[config.mk]
export PLATFORM = sky130hd
export DESIGN_NAME = alu_core_flat
export DESIGN_NICKNAME = d
export VERILOG_FILES = /design/src/rtl/alu_core_if.sv /design/src/rtl/alu_core.sv /design/src/flat_wrapper.sv
export SDC_FILE = /design/constraint.sdc
export NUM_CORES = 1
export LEC_CHECK = 0
export CAP_MARGIN = 20
export CORE_ASPECT_RATIO = 1.75
export CORE_MARGIN = 8
export CORE_UTILIZATION = 59
export CTS_BUF_LIST = sky130_fd_sc_hd__clkbuf_4
export DETAILED_ROUTE_END_ITERATION = 6
export PLACE_DENSITY = 0.75
export SYNTH_ARGS = -nofsm -noshare
export SYNTH_HDL_FRONTEND = slang
export SYNTH_SLANG_ARGS = --single-unit
export TNS_END_PERCENT = 50
[constraint.sdc]
create_clock -name clk -period 7.33 [get_ports clk]
set_clock_uncertainty 0.1 [all_clocks]
set_input_delay 2.199 -clock clk [delete_from_list [all_inputs] [get_ports clk]]
set_output_delay 2.199 -clock clk [all_outputs]
set_load 0.01 [all_outputs]
[src/rtl/alu_core_if.sv]
// +----------------------------------------------------------------------------+
// | alu_core_if : operand/command/result bundle between ALU driver and core     |
// | Revision    : 1.0  initial release                                          |
// +----------------------------------------------------------------------------+
`default_nettype none

interface alu_core_if #(
  parameter int WIDTH = 8
);
  logic               ce;
  logic               mode;
  logic               cin;
  logic [3:0]         cmd;
  logic [1:0]         inp_valid;
  logic [WIDTH-1:0]   opa;
  logic [WIDTH-1:0]   opb;
  logic [2*WIDTH-1:0] res;
  logic               err;
  logic               oflow;
  logic               cout;
  logic               g;
  logic               l;
  logic               e;

  modport master (
    output ce, mode, cin, cmd, inp_valid, opa, opb,
    input  res, err, oflow, cout, g, l, e
  );

  modport slave (
    input  ce, mode, cin, cmd, inp_valid, opa, opb,
    output res, err, oflow, cout, g, l, e
  );
endinterface

`default_nettype wire

[src/rtl/alu_core.sv]
// +----------------------------------------------------------------------------+
// | alu_core : registered ALU with missing-operand wait and 2-cycle multiply    |
// | Option   : ALU_SIGNED_EN adds signed ADD/SUB on arithmetic cmd 11/12        |
// | Revision : 1.0  initial release                                             |
// +----------------------------------------------------------------------------+
`default_nettype none

module alu_core #(
  parameter int WIDTH       = 8,
  parameter int WAIT_CYCLES = 16
) (
  input wire        clk,
  input wire        rst,
  alu_core_if.slave bus
);

  localparam int                 C_CNT_W   = $clog2(WAIT_CYCLES + 1);
  localparam logic [C_CNT_W-1:0] C_CNT_MAX = C_CNT_W'(WAIT_CYCLES);
  localparam logic [C_CNT_W-1:0] C_CNT_ONE = C_CNT_W'(1);
  localparam logic [WIDTH:0]     C_ONE     = (WIDTH+1)'(1);
  localparam logic [1:0]         C_CLS_AB  = 2'd0;
  localparam logic [1:0]         C_CLS_A   = 2'd1;
  localparam logic [1:0]         C_CLS_B   = 2'd2;
  localparam logic [1:0]         C_CLS_ILL = 2'd3;

  typedef enum logic [1:0] {
    S_IDLE = 2'd0,
    S_WAIT = 2'd1,
    S_MUL  = 2'd2,
    S_EXEC = 2'd3
  } state_t;

  function automatic logic [1:0] f_class(input logic m, input logic [3:0] c);
    logic [1:0] cls;
    cls = C_CLS_ILL;
    if (m) begin
      case (c)
        4'd0, 4'd1, 4'd2, 4'd3, 4'd8, 4'd9, 4'd10: cls = C_CLS_AB;
        4'd4, 4'd5:                                cls = C_CLS_A;
        4'd6, 4'd7:                                cls = C_CLS_B;
`ifdef ALU_SIGNED_EN
        4'd11, 4'd12:                              cls = C_CLS_AB;
`endif
        default:                                   cls = C_CLS_ILL;
      endcase
    end else begin
      case (c)
        4'd0, 4'd1, 4'd2, 4'd3, 4'd4, 4'd5, 4'd12, 4'd13: cls = C_CLS_AB;
        4'd6, 4'd8, 4'd9:                                 cls = C_CLS_A;
        4'd7, 4'd10, 4'd11:                               cls = C_CLS_B;
        default:                                          cls = C_CLS_ILL;
      endcase
    end
    return cls;
  endfunction

  function automatic logic f_ready(input logic [1:0] cls, input logic [1:0] vld);
    logic rdy;
    case (cls)
      C_CLS_AB: rdy = (vld == 2'b11);
      C_CLS_A:  rdy = vld[0];
      C_CLS_B:  rdy = vld[1];
      default:  rdy = 1'b1;
    endcase
    return rdy;
  endfunction

  state_t               r_state;
  state_t               w_state_nx;
  logic [C_CNT_W-1:0]   r_cnt;
  logic [WIDTH-1:0]     r_a;
  logic [WIDTH-1:0]     r_b;
  logic [3:0]           r_cmd;
  logic                 r_mode;
  logic                 r_cin;
  logic [1:0]           r_vld;
  logic [2*WIDTH-1:0]   r_prod;

  logic [2*WIDTH-1:0]   r_res;
  logic                 r_err;
  logic                 r_oflow;
  logic                 r_cout;
  logic                 r_g;
  logic                 r_l;
  logic                 r_e;

  logic                 w_take;
  logic                 w_fill;
  logic                 w_wr;
  logic                 w_tmo;
  logic [1:0]           w_in_cls;
  logic                 w_in_mul;
  logic                 w_lat_mul;
  logic [1:0]           w_lat_cls;

  logic [WIDTH:0]       w_a1;
  logic [WIDTH:0]       w_b1;
  logic [WIDTH:0]       w_c1;
  logic [2*WIDTH-1:0]   w_rol;
  logic [2*WIDTH-1:0]   w_ror;
  logic [2*WIDTH-1:0]   w_prod;

  logic [WIDTH:0]       w_t;
  logic [WIDTH-1:0]     w_lg;
  logic [2*WIDTH-1:0]   w_res;
  logic                 w_err;
  logic                 w_oflow;
  logic                 w_cout;
  logic                 w_g;
  logic                 w_l;
  logic                 w_e;

  assign w_in_cls  = f_class(bus.mode, bus.cmd);
  assign w_in_mul  = bus.mode && ((bus.cmd == 4'd9) || (bus.cmd == 4'd10));
  assign w_lat_cls = f_class(r_mode, r_cmd);
  assign w_lat_mul = r_mode && ((r_cmd == 4'd9) || (r_cmd == 4'd10));

  assign w_a1  = {1'b0, r_a};
  assign w_b1  = {1'b0, r_b};
  assign w_c1  = {{WIDTH{1'b0}}, r_cin};
  assign w_rol = {r_a, r_a} << r_b[2:0];
  assign w_ror = {r_a, r_a} >> r_b[2:0];
  assign w_prod = (r_cmd == 4'd9) ?
                  ((2*WIDTH)'(w_a1 + C_ONE) * (2*WIDTH)'(w_b1 + C_ONE)) :
                  ((2*WIDTH)'({r_a[WIDTH-2:0], 1'b0}) * (2*WIDTH)'(r_b));

  always_ff @(posedge clk or negedge rst) begin
    if (!rst) begin
      r_state <= S_IDLE;
    end else if (bus.ce) begin
      r_state <= w_state_nx;
    end
  end

  // EXEC also accepts a new command so back-to-back ops need no gap; MUL does not.
  always_comb begin
    w_state_nx = r_state;
    w_take     = 1'b0;
    w_fill     = 1'b0;
    w_wr       = 1'b0;
    w_tmo      = 1'b0;
    case (r_state)
      S_IDLE, S_EXEC: begin
        w_wr = (r_state == S_EXEC);
        if (bus.inp_valid != 2'b00) begin
          w_take = 1'b1;
          if ((w_in_cls == C_CLS_AB) && (bus.inp_valid != 2'b11)) begin
            w_state_nx = S_WAIT;
          end else if (w_in_mul) begin
            w_state_nx = S_MUL;
          end else begin
            w_state_nx = S_EXEC;
          end
        end else begin
          w_state_nx = S_IDLE;
        end
      end
      S_WAIT: begin
        if (r_vld[0] ? bus.inp_valid[1] : bus.inp_valid[0]) begin
          w_fill     = 1'b1;
          w_state_nx = w_lat_mul ? S_MUL : S_EXEC;
        end else if (r_cnt == C_CNT_MAX) begin
          w_tmo      = 1'b1;
          w_state_nx = S_IDLE;
        end
      end
      S_MUL:   w_state_nx = S_EXEC;
      default: w_state_nx = S_IDLE;
    endcase
  end

  always_comb begin
    w_t     = '0;
    w_lg    = '0;
    w_res   = '0;
    w_err   = 1'b0;
    w_oflow = 1'b0;
    w_cout  = 1'b0;
    w_g     = 1'b0;
    w_l     = 1'b0;
    w_e     = 1'b0;
    if ((w_lat_cls == C_CLS_ILL) || !f_ready(w_lat_cls, r_vld)) begin
      w_err = 1'b1;
    end else if (r_mode) begin
      case (r_cmd)
        4'd0: begin
          w_t    = w_a1 + w_b1;
          w_cout = w_t[WIDTH];
        end
        4'd1: begin
          w_t     = w_a1 - w_b1;
          w_oflow = (w_a1 < w_b1);
        end
        4'd2: begin
          w_t    = w_a1 + w_b1 + w_c1;
          w_cout = w_t[WIDTH];
        end
        4'd3: begin
          w_t     = w_a1 - w_b1 - w_c1;
          w_oflow = (w_a1 < (w_b1 + w_c1));
        end
        4'd4: w_t = w_a1 + C_ONE;
        4'd5: w_t = w_a1 - C_ONE;
        4'd6: w_t = w_b1 + C_ONE;
        4'd7: w_t = w_b1 - C_ONE;
        4'd8: begin
          w_g = (r_a > r_b);
          w_l = (r_a < r_b);
          w_e = (r_a == r_b);
        end
`ifdef ALU_SIGNED_EN
        // Sign-extended to WIDTH+1 bits the sum is exact; overflow shows as bit W != bit W-1.
        4'd11, 4'd12: begin
          w_t     = (r_cmd == 4'd11) ? ({r_a[WIDTH-1], r_a} + {r_b[WIDTH-1], r_b}) :
                                       ({r_a[WIDTH-1], r_a} - {r_b[WIDTH-1], r_b});
          w_oflow = (w_t[WIDTH] != w_t[WIDTH-1]);
          w_g     = ($signed(r_a) >  $signed(r_b));
          w_l     = ($signed(r_a) <  $signed(r_b));
          w_e     = (r_a == r_b);
        end
`endif
        default: ;
      endcase
      if ((r_cmd == 4'd9) || (r_cmd == 4'd10)) begin
        w_res = r_prod;
`ifdef ALU_SIGNED_EN
      end else if ((r_cmd == 4'd11) || (r_cmd == 4'd12)) begin
        w_res = {{(WIDTH-1){w_t[WIDTH]}}, w_t};
`endif
      end else begin
        w_res = (2*WIDTH)'(w_t);
      end
    end else begin
      case (r_cmd)
        4'd0:  w_lg = r_a & r_b;
        4'd1:  w_lg = ~(r_a & r_b);
        4'd2:  w_lg = r_a | r_b;
        4'd3:  w_lg = ~(r_a | r_b);
        4'd4:  w_lg = r_a ^ r_b;
        4'd5:  w_lg = ~(r_a ^ r_b);
        4'd6:  w_lg = ~r_a;
        4'd7:  w_lg = ~r_b;
        4'd8:  w_lg = r_a >> 1;
        4'd9:  w_lg = r_a << 1;
        4'd10: w_lg = r_b >> 1;
        4'd11: w_lg = r_b << 1;
        4'd12: begin
          w_lg  = w_rol[2*WIDTH-1:WIDTH];
          w_err = |r_b[WIDTH-1:4];
        end
        4'd13: begin
          w_lg  = w_ror[WIDTH-1:0];
          w_err = |r_b[WIDTH-1:4];
        end
        default: ;
      endcase
      w_res = (2*WIDTH)'(w_lg);
    end
  end

  always_ff @(posedge clk or negedge rst) begin
    if (!rst) begin
      r_cnt   <= '0;
      r_a     <= '0;
      r_b     <= '0;
      r_cmd   <= '0;
      r_mode  <= 1'b0;
      r_cin   <= 1'b0;
      r_vld   <= 2'b00;
      r_prod  <= '0;
      r_res   <= '0;
      r_err   <= 1'b0;
      r_oflow <= 1'b0;
      r_cout  <= 1'b0;
      r_g     <= 1'b0;
      r_l     <= 1'b0;
      r_e     <= 1'b0;
    end else if (bus.ce) begin
      if (w_take) begin
        r_a    <= bus.opa;
        r_b    <= bus.opb;
        r_cmd  <= bus.cmd;
        r_mode <= bus.mode;
        r_cin  <= bus.cin;
        r_vld  <= bus.inp_valid;
        r_cnt  <= C_CNT_ONE;
      end else if (r_state == S_WAIT) begin
        if (w_fill) begin
          if (r_vld[0]) begin
            r_b <= bus.opb;
          end else begin
            r_a <= bus.opa;
          end
          r_vld <= 2'b11;
        end else begin
          r_cnt <= r_cnt + C_CNT_ONE;
        end
      end
      if (r_state == S_MUL) begin
        r_prod <= w_prod;
      end
      if (w_wr) begin
        r_res   <= w_res;
        r_err   <= w_err;
        r_oflow <= w_oflow;
        r_cout  <= w_cout;
        r_g     <= w_g;
        r_l     <= w_l;
        r_e     <= w_e;
      end else if (w_tmo) begin
        r_res   <= '0;
        r_err   <= 1'b1;
        r_oflow <= 1'b0;
        r_cout  <= 1'b0;
        r_g     <= 1'b0;
        r_l     <= 1'b0;
        r_e     <= 1'b0;
      end
    end
  end

  assign bus.res   = r_res;
  assign bus.err   = r_err;
  assign bus.oflow = r_oflow;
  assign bus.cout  = r_cout;
  assign bus.g     = r_g;
  assign bus.l     = r_l;
  assign bus.e     = r_e;

endmodule

`default_nettype wire

[src/flat_wrapper.sv]
// flat-port wrapper written by rule: the top's interface ports become plain ports
module alu_core_flat 
#(
  parameter int WIDTH       = 8,
  parameter int WAIT_CYCLES = 16
)
  (clk, rst, bus_ce, bus_mode, bus_cin, bus_cmd, bus_inp_valid, bus_opa, bus_opb, bus_res, bus_err, bus_oflow, bus_cout, bus_g, bus_l, bus_e);
  alu_core_if #(.WIDTH(WIDTH)) bus_i ();
  input wire clk;
  input wire rst;
  input wire logic [$bits(bus_i.ce)-1:0] bus_ce;
  input wire logic [$bits(bus_i.mode)-1:0] bus_mode;
  input wire logic [$bits(bus_i.cin)-1:0] bus_cin;
  input wire logic [$bits(bus_i.cmd)-1:0] bus_cmd;
  input wire logic [$bits(bus_i.inp_valid)-1:0] bus_inp_valid;
  input wire logic [$bits(bus_i.opa)-1:0] bus_opa;
  input wire logic [$bits(bus_i.opb)-1:0] bus_opb;
  output wire logic [$bits(bus_i.res)-1:0] bus_res;
  output wire logic [$bits(bus_i.err)-1:0] bus_err;
  output wire logic [$bits(bus_i.oflow)-1:0] bus_oflow;
  output wire logic [$bits(bus_i.cout)-1:0] bus_cout;
  output wire logic [$bits(bus_i.g)-1:0] bus_g;
  output wire logic [$bits(bus_i.l)-1:0] bus_l;
  output wire logic [$bits(bus_i.e)-1:0] bus_e;
  assign bus_i.ce = bus_ce;
  assign bus_i.mode = bus_mode;
  assign bus_i.cin = bus_cin;
  assign bus_i.cmd = bus_cmd;
  assign bus_i.inp_valid = bus_inp_valid;
  assign bus_i.opa = bus_opa;
  assign bus_i.opb = bus_opb;
  assign bus_res = bus_i.res;
  assign bus_err = bus_i.err;
  assign bus_oflow = bus_i.oflow;
  assign bus_cout = bus_i.cout;
  assign bus_g = bus_i.g;
  assign bus_l = bus_i.l;
  assign bus_e = bus_i.e;
  alu_core #(.WIDTH(WIDTH), .WAIT_CYCLES(WAIT_CYCLES)) u_core (.clk(clk), .rst(rst), .bus(bus_i));
endmodule
Yosys cells after proc, flatten, opt, wreduce, memory -nomap -nowiden
Memory sizes are Yosys's and may differ from the RTL's. Cells that the tools add are included.

Word-level logic and storage cells: 170. Memory bits (read-only): 128. Output and inout port bits: 22. Flip-flop bits (word level): 69. Input bits: 27. Memories kept: 4.

Memory list: (no name shown) (words 16, width 2, rd ports 1, clocked after Yosys merged registers in 0, wr ports 0, line alu_core.sv:37) `case (c)`; (no name shown) (words 16, width 2, rd ports 1, clocked after Yosys merged registers in 0, wr ports 0, line alu_core.sv:47) `case (c)`; (no name shown) (words 16, width 2, rd ports 1, clocked after Yosys merged registers in 0, wr ports 0, line alu_core.sv:37); (no name shown) (words 16, width 2, rd ports 1, clocked after Yosys merged registers in 0, wr ports 0, line alu_core.sv:47).

Equal/unequal tests: 28. Order comparisons: 4. Bitwise operators: 8. Shift-type cells: 2. Multiplexer cells: 67. Reduce and logical (&&, ||, !) cells: 27. Add/subtract/negate cells: 12. Multiply operators: 2.

Operators with widths (number): case mux 8 bit (14 select lines) (1); 2-to-1 mux 16 bit (6); case mux 9 bit (8 select lines) (1); 2-to-1 mux 8 bit (8); NOT 8 bit (5); adder 8 x 1 -> 9 bit (second input constant) (4); 2-to-1 mux 1 bit (35); equality test 4 bit (second input constant) (8); 2-to-1 mux 2 bit (9); subtractor 8 x 1 -> 9 bit (second input constant) (2); equality test 4 x 3 -> 1 bit (second input constant) (4); less-than comparator 8 bit (2); multiplier 16 x 16 -> 16 bit (1); << shifter 16 x 3 -> 16 bit (1); right shift 16 x 3 -> 8 bit (1); multiplier 7 x 8 -> 15 bit (1); 2-to-1 mux 5 bit (3); equality test 2 bit (second input constant) (5); nonzero test 2 bit (5); adder 8 x 1 -> 9 bit (1); adder 8 x 8 -> 9 bit (1); adder 9 x 1 -> 9 bit (1); less-than comparator 8 x 9 -> 1 bit (1); subtractor 8 x 8 -> 9 bit (1); 27 further kinds (43).

Depth between registers and ports, before layout
An unclocked memory read counts as a cell.

Word-level depth: 8. Gate-level depth with buffers: 23. Depth with buffers taken out: 22.

Worst setup path before layout
Ideal clock, no wire load.

Path kind: reg2reg. From: reg u_core.r_b[2]. To: reg u_core.r_prod[15]. Setup time: 126 ps. Slack: 1894 ps. Arrival: 5210 ps. Required time: 7104 ps. Path buffers: 3. Cell stages (with the launch flop): 19. Clock period less this slack: 5436 ps. Cells stage by stage: dfrtp_1 -> buf_2 -> clkbuf_1 -> clkbuf_1 -> nand2_1 -> fa_1 -> fa_1 -> fa_1 -> inv_1 -> fa_1 -> ha_1 -> a21o_1 -> a21oi_1 -> a21boi_0 -> a221oi_1 -> o21ai_0 -> xnor2_1 -> nor3_1 -> a221o_1.

Cells in the longest elaborated chain, start to end: 3. Elaborated cells on any way between the ends: 4. Classes of those cells: add/sub (1); mul (2); mux (1).

RTL lines: start: declaration (line alu_core.sv:72) `logic [WIDTH-1:0] r_b;`; start signal: assignment (line alu_core.sv:281) `r_b <= bus.opb;`; start signal: assignment (line alu_core.sv:290) `r_b <= bus.opb;`; adder 8 x 1 -> 9 bit (line alu_core.sv:124) `((2*WIDTH)'(w_a1 + C_ONE) * (2*WIDTH)'(w_b1 + C_ONE)) :`; multiplier 16 x 16 -> 16 bit (line alu_core.sv:124); 2-to-1 mux 16 bit (*) (line alu_core.sv:123) `assign w_prod = (r_cmd == 4'd9) ?`; end signal: assignment (line alu_core.sv:300) `r_prod <= w_prod;`; end: declaration (line alu_core.sv:77) `logic [2*WIDTH-1:0] r_prod;`.

Mark *: on every way between the ends. The rest lies on a longest branch, timed or not. A chain may end at the register's enable or synchronous reset.

Worst setup path in the final report
From: reg u_core.r_b[3]. To: reg u_core.r_prod[15].

Same word-level chain as after synthesis.

==> out/results.ini <==
[run_status]
status=finished clean

[synthesis]
yosysSeqAreaShare_pct=15.7
synth_top_area_share_pct=15.7
synthFlopType=dfrtp_1
avgSynthCellArea_um2=8.13
synth-async-reset-ratio_pct=100
syn-cell-area_mm2=0.0110
synth.area.top_cells=dfrtp_1, fa_1, ha_1, inv_1, nor2_1
ys_ff_latch=69
synth.largest_area_cell=dfrtp_1
ys_warn_count=0
synth-edff-count=0
synth.distinct_cells=80
synth_fp_nets=1571
synthCells=1351

[setup_path]
cp-end-kind=register
r2r_cells=18
cp_common_cell=fa_1
worst-endpoint-arrival_ns=6.46
rr_startpoint=u_core.r_b[3]$_DFFE_PN0P_
cp_max_fo=15
cpLargestDelayFamily=adder cells
r2r_end=u_core.r_prod[15]$_DFFE_PN0P_
r2r_slack_ns=1.20
required_ns=7.66
critPathMaxStageDelay_ns=0.94
critPathBufInv=4
crit_path_start_kind=register
crit_chain=clkinv_1, xnor2_1, or2_2, fa_1, fa_1, inv_1, fa_1, inv_1, fa_1, inv_1, ha_1, o21ai_0, nand2b_1, o311a_1, nand3_1, a32oi_1, xnor2_1, a221o_1
critPathKind=reg2reg
critPathSlowestCell=xnor2_1

[min_path]
worstHoldStart=u_core.bus.oflow$_DFFE_PN0P_
holdPathStages=2
min_to=u_core.bus.oflow$_DFFE_PN0P_
worstHoldPathType=reg2reg

[final_layout]
final_cell_mix=inv_1, nor2_1, nand2_1
utilization_pct=64.3
fin_nets=1584
final_layout_size_suffix_gt1_share_pct=7.45
final_common_cell=inv_1
area_delta_synth_final_pct=7.78

[die]
die_w_um=119
core_mm2=0.0184
initial_core_util_pct=59.6
num_io_pins=49
dieArea_mm2=0.0234
num_rows=66
die-height_um=196

[clocking]
clockBufferDepth=2
cts_setup_buffers=0
clk_pin_slew_ns=0.16
clock_latency_ns=0.52
cts_max_level=3
cts-resized-gates=0
root_buffer=clkbuf_4
cts_buffers=9
clock_sinks=69
hold_buffers=0
tritoncts=done

[routing]
drc=0
drt-initial-drc-count=1202
ant_nets=0
vias_per_cell=6.44
drt_pass1_iterations=6
vias=10372
wl_per_cell_um=23.2
wl_um=37300

[sta]
drv_slew=0
hold_violations=0
relSlewSlack_pct=27.2
finalCritPeriodShare_pct=83.6
grt_setup_unrepaired=false
tightest_slew_ns=1.08
finalSetupTns_ns=0
setup_viol=0
clock.fmax_mhz=163
period_minus_slack_ns=6.13

[grt]
track_usage_pct=32.4
grt.overflow.total=0
grt_max_degree=70
antenna_found_initial=1
grt_pass1_vias=10324
grt_pass1_wl_um=58200

[placed_design]
dp_hpwl_um=28700
place.gp.congestion=1.06
io_buffers=48

[flow_run]
drv_cap=0

[through the flow]
stage	setup slack, ns	cells	hold slack (ns)	cell area (um^2)
3_3_place_gp	1.46	1590	0.367	11600
3_5_place_dp	1.34	1590	0.378	11600
5_1_grt	0.879	1609	0.431	11800
6_report	1.20	1610	0.407	11800
4_1_cts	1.38	1606	0.410	11800
2_1_floorplan	1.89	1351	0.350	11000
[area by class of cell]
| type | count | area, um^2 |
|---|---|---|
| Antenna cell | 3 | 7.51 |
| Clock buffer | 9 | 67.6 |
| Clock inverter | 7 | 105 |
| Fill cell | 1612 | 6580 |
| Inverter | 157 | 589 |
| Multi-Input combinational cell | 1055 | 8380 |
| Sequential cell | 69 | 1730 |
| Tap cell | 238 | 298 |
| Timing Repair Buffer | 72 | 666 |
[routing by layer]
| layer | track usage [%] | part of all wire [%] | routed length [um] | vias up |
|---|---|---|---|---|
| met4 | 26.0 | 8.4 | 3120 | 0 |
| met2 | 55.2 | 50 | 18600 | 547 |
| met5 | 0 | 0 | 0 | - |
| met1 | 35.1 | 34 | 12800 | 5016 |
| li1 | - | - | - | 4654 |
| met3 | 5.07 | 7.3 | 2730 | 155 |
[state kept, by name (all words and copies together), names as in the netlist, 2 cells and up]
name and cells:
u_core.bus.res 16, u_core.r_prod 16, u_core.r_a 8, u_core.r_b 8, u_core.r_cnt 5, u_core.r_cmd 4, u_core.r_state 2, u_core.r_vld 2
[worst register-to-register path: stages, from the launching register on]
cell,delay [ns]
dfrtp_1,0.74
clkinv_1,0.46
xnor2_1,0.95
or2_2,0.26
fa_1,0.42
fa_1,0.49
inv_1,0.05
fa_1,0.53
inv_1,0.05
fa_1,0.52
inv_1,0.04
ha_1,0.31
o21ai_0,0.09
nand2b_1,0.08
o311a_1,0.23
nand3_1,0.09
a32oi_1,0.24
xnor2_1,0.10
a221o_1,0.31
[worst max path at each step]
stage                                   start                             to  cells after the start
CTS                 u_core.r_b[5]$_DFFE_PN0P_  u_core.r_prod[15]$_DFFE_PN0P_                     19
global placement    u_core.r_b[3]$_DFFE_PN0P_  u_core.r_prod[15]$_DFFE_PN0P_                     18
floorplan           u_core.r_b[2]$_DFFE_PN0P_  u_core.r_prod[15]$_DFFE_PN0P_                     18
global route        u_core.r_b[3]$_DFFE_PN0P_  u_core.r_prod[15]$_DFFE_PN0P_                     17
detailed placement  u_core.r_b[3]$_DFFE_PN0P_  u_core.r_prod[15]$_DFFE_PN0P_                     18
finish              u_core.r_b[3]$_DFFE_PN0P_  u_core.r_prod[15]$_DFFE_PN0P_                     18
[kinds of logic after synthesis]
kind of cell,synth area share [%]
AOI/OAI and AO/OA,17.4
DFF,15.7
and+or+nand+nor,18.5
adders and majority gates,27.5
buffers and inverters,8.04
xor gates and xnor gates,6.84
muxes,6.07
[synth_stat cells, drive strengths merged, types with 6 or more instances]
library cell    n
a22oi           6
o211ai          6
xnor2          65
nand3          24
a22o           10
ha            113
mux2           21
o21a            9
mux2i          16
a31oi           9
a21o           13
nand2b         23
o221ai          9
or2            17
mux4           12
o22ai          15
o21ai          69
dfrtp          69
clkbuf         40
nor2          148
a2111oi         7
a221oi          7
buf            30
nor4            7
fa             80
xor2           19
nor3b           6
nand2         140
nand4          10
a211oi         14
and3           10
nor2b          11
nor3           28
inv           152
a21oi          68
a211o           6
Power is not shown: default switching activity piles up to over one toggle a cycle in this logic, so the estimate is an artifact.
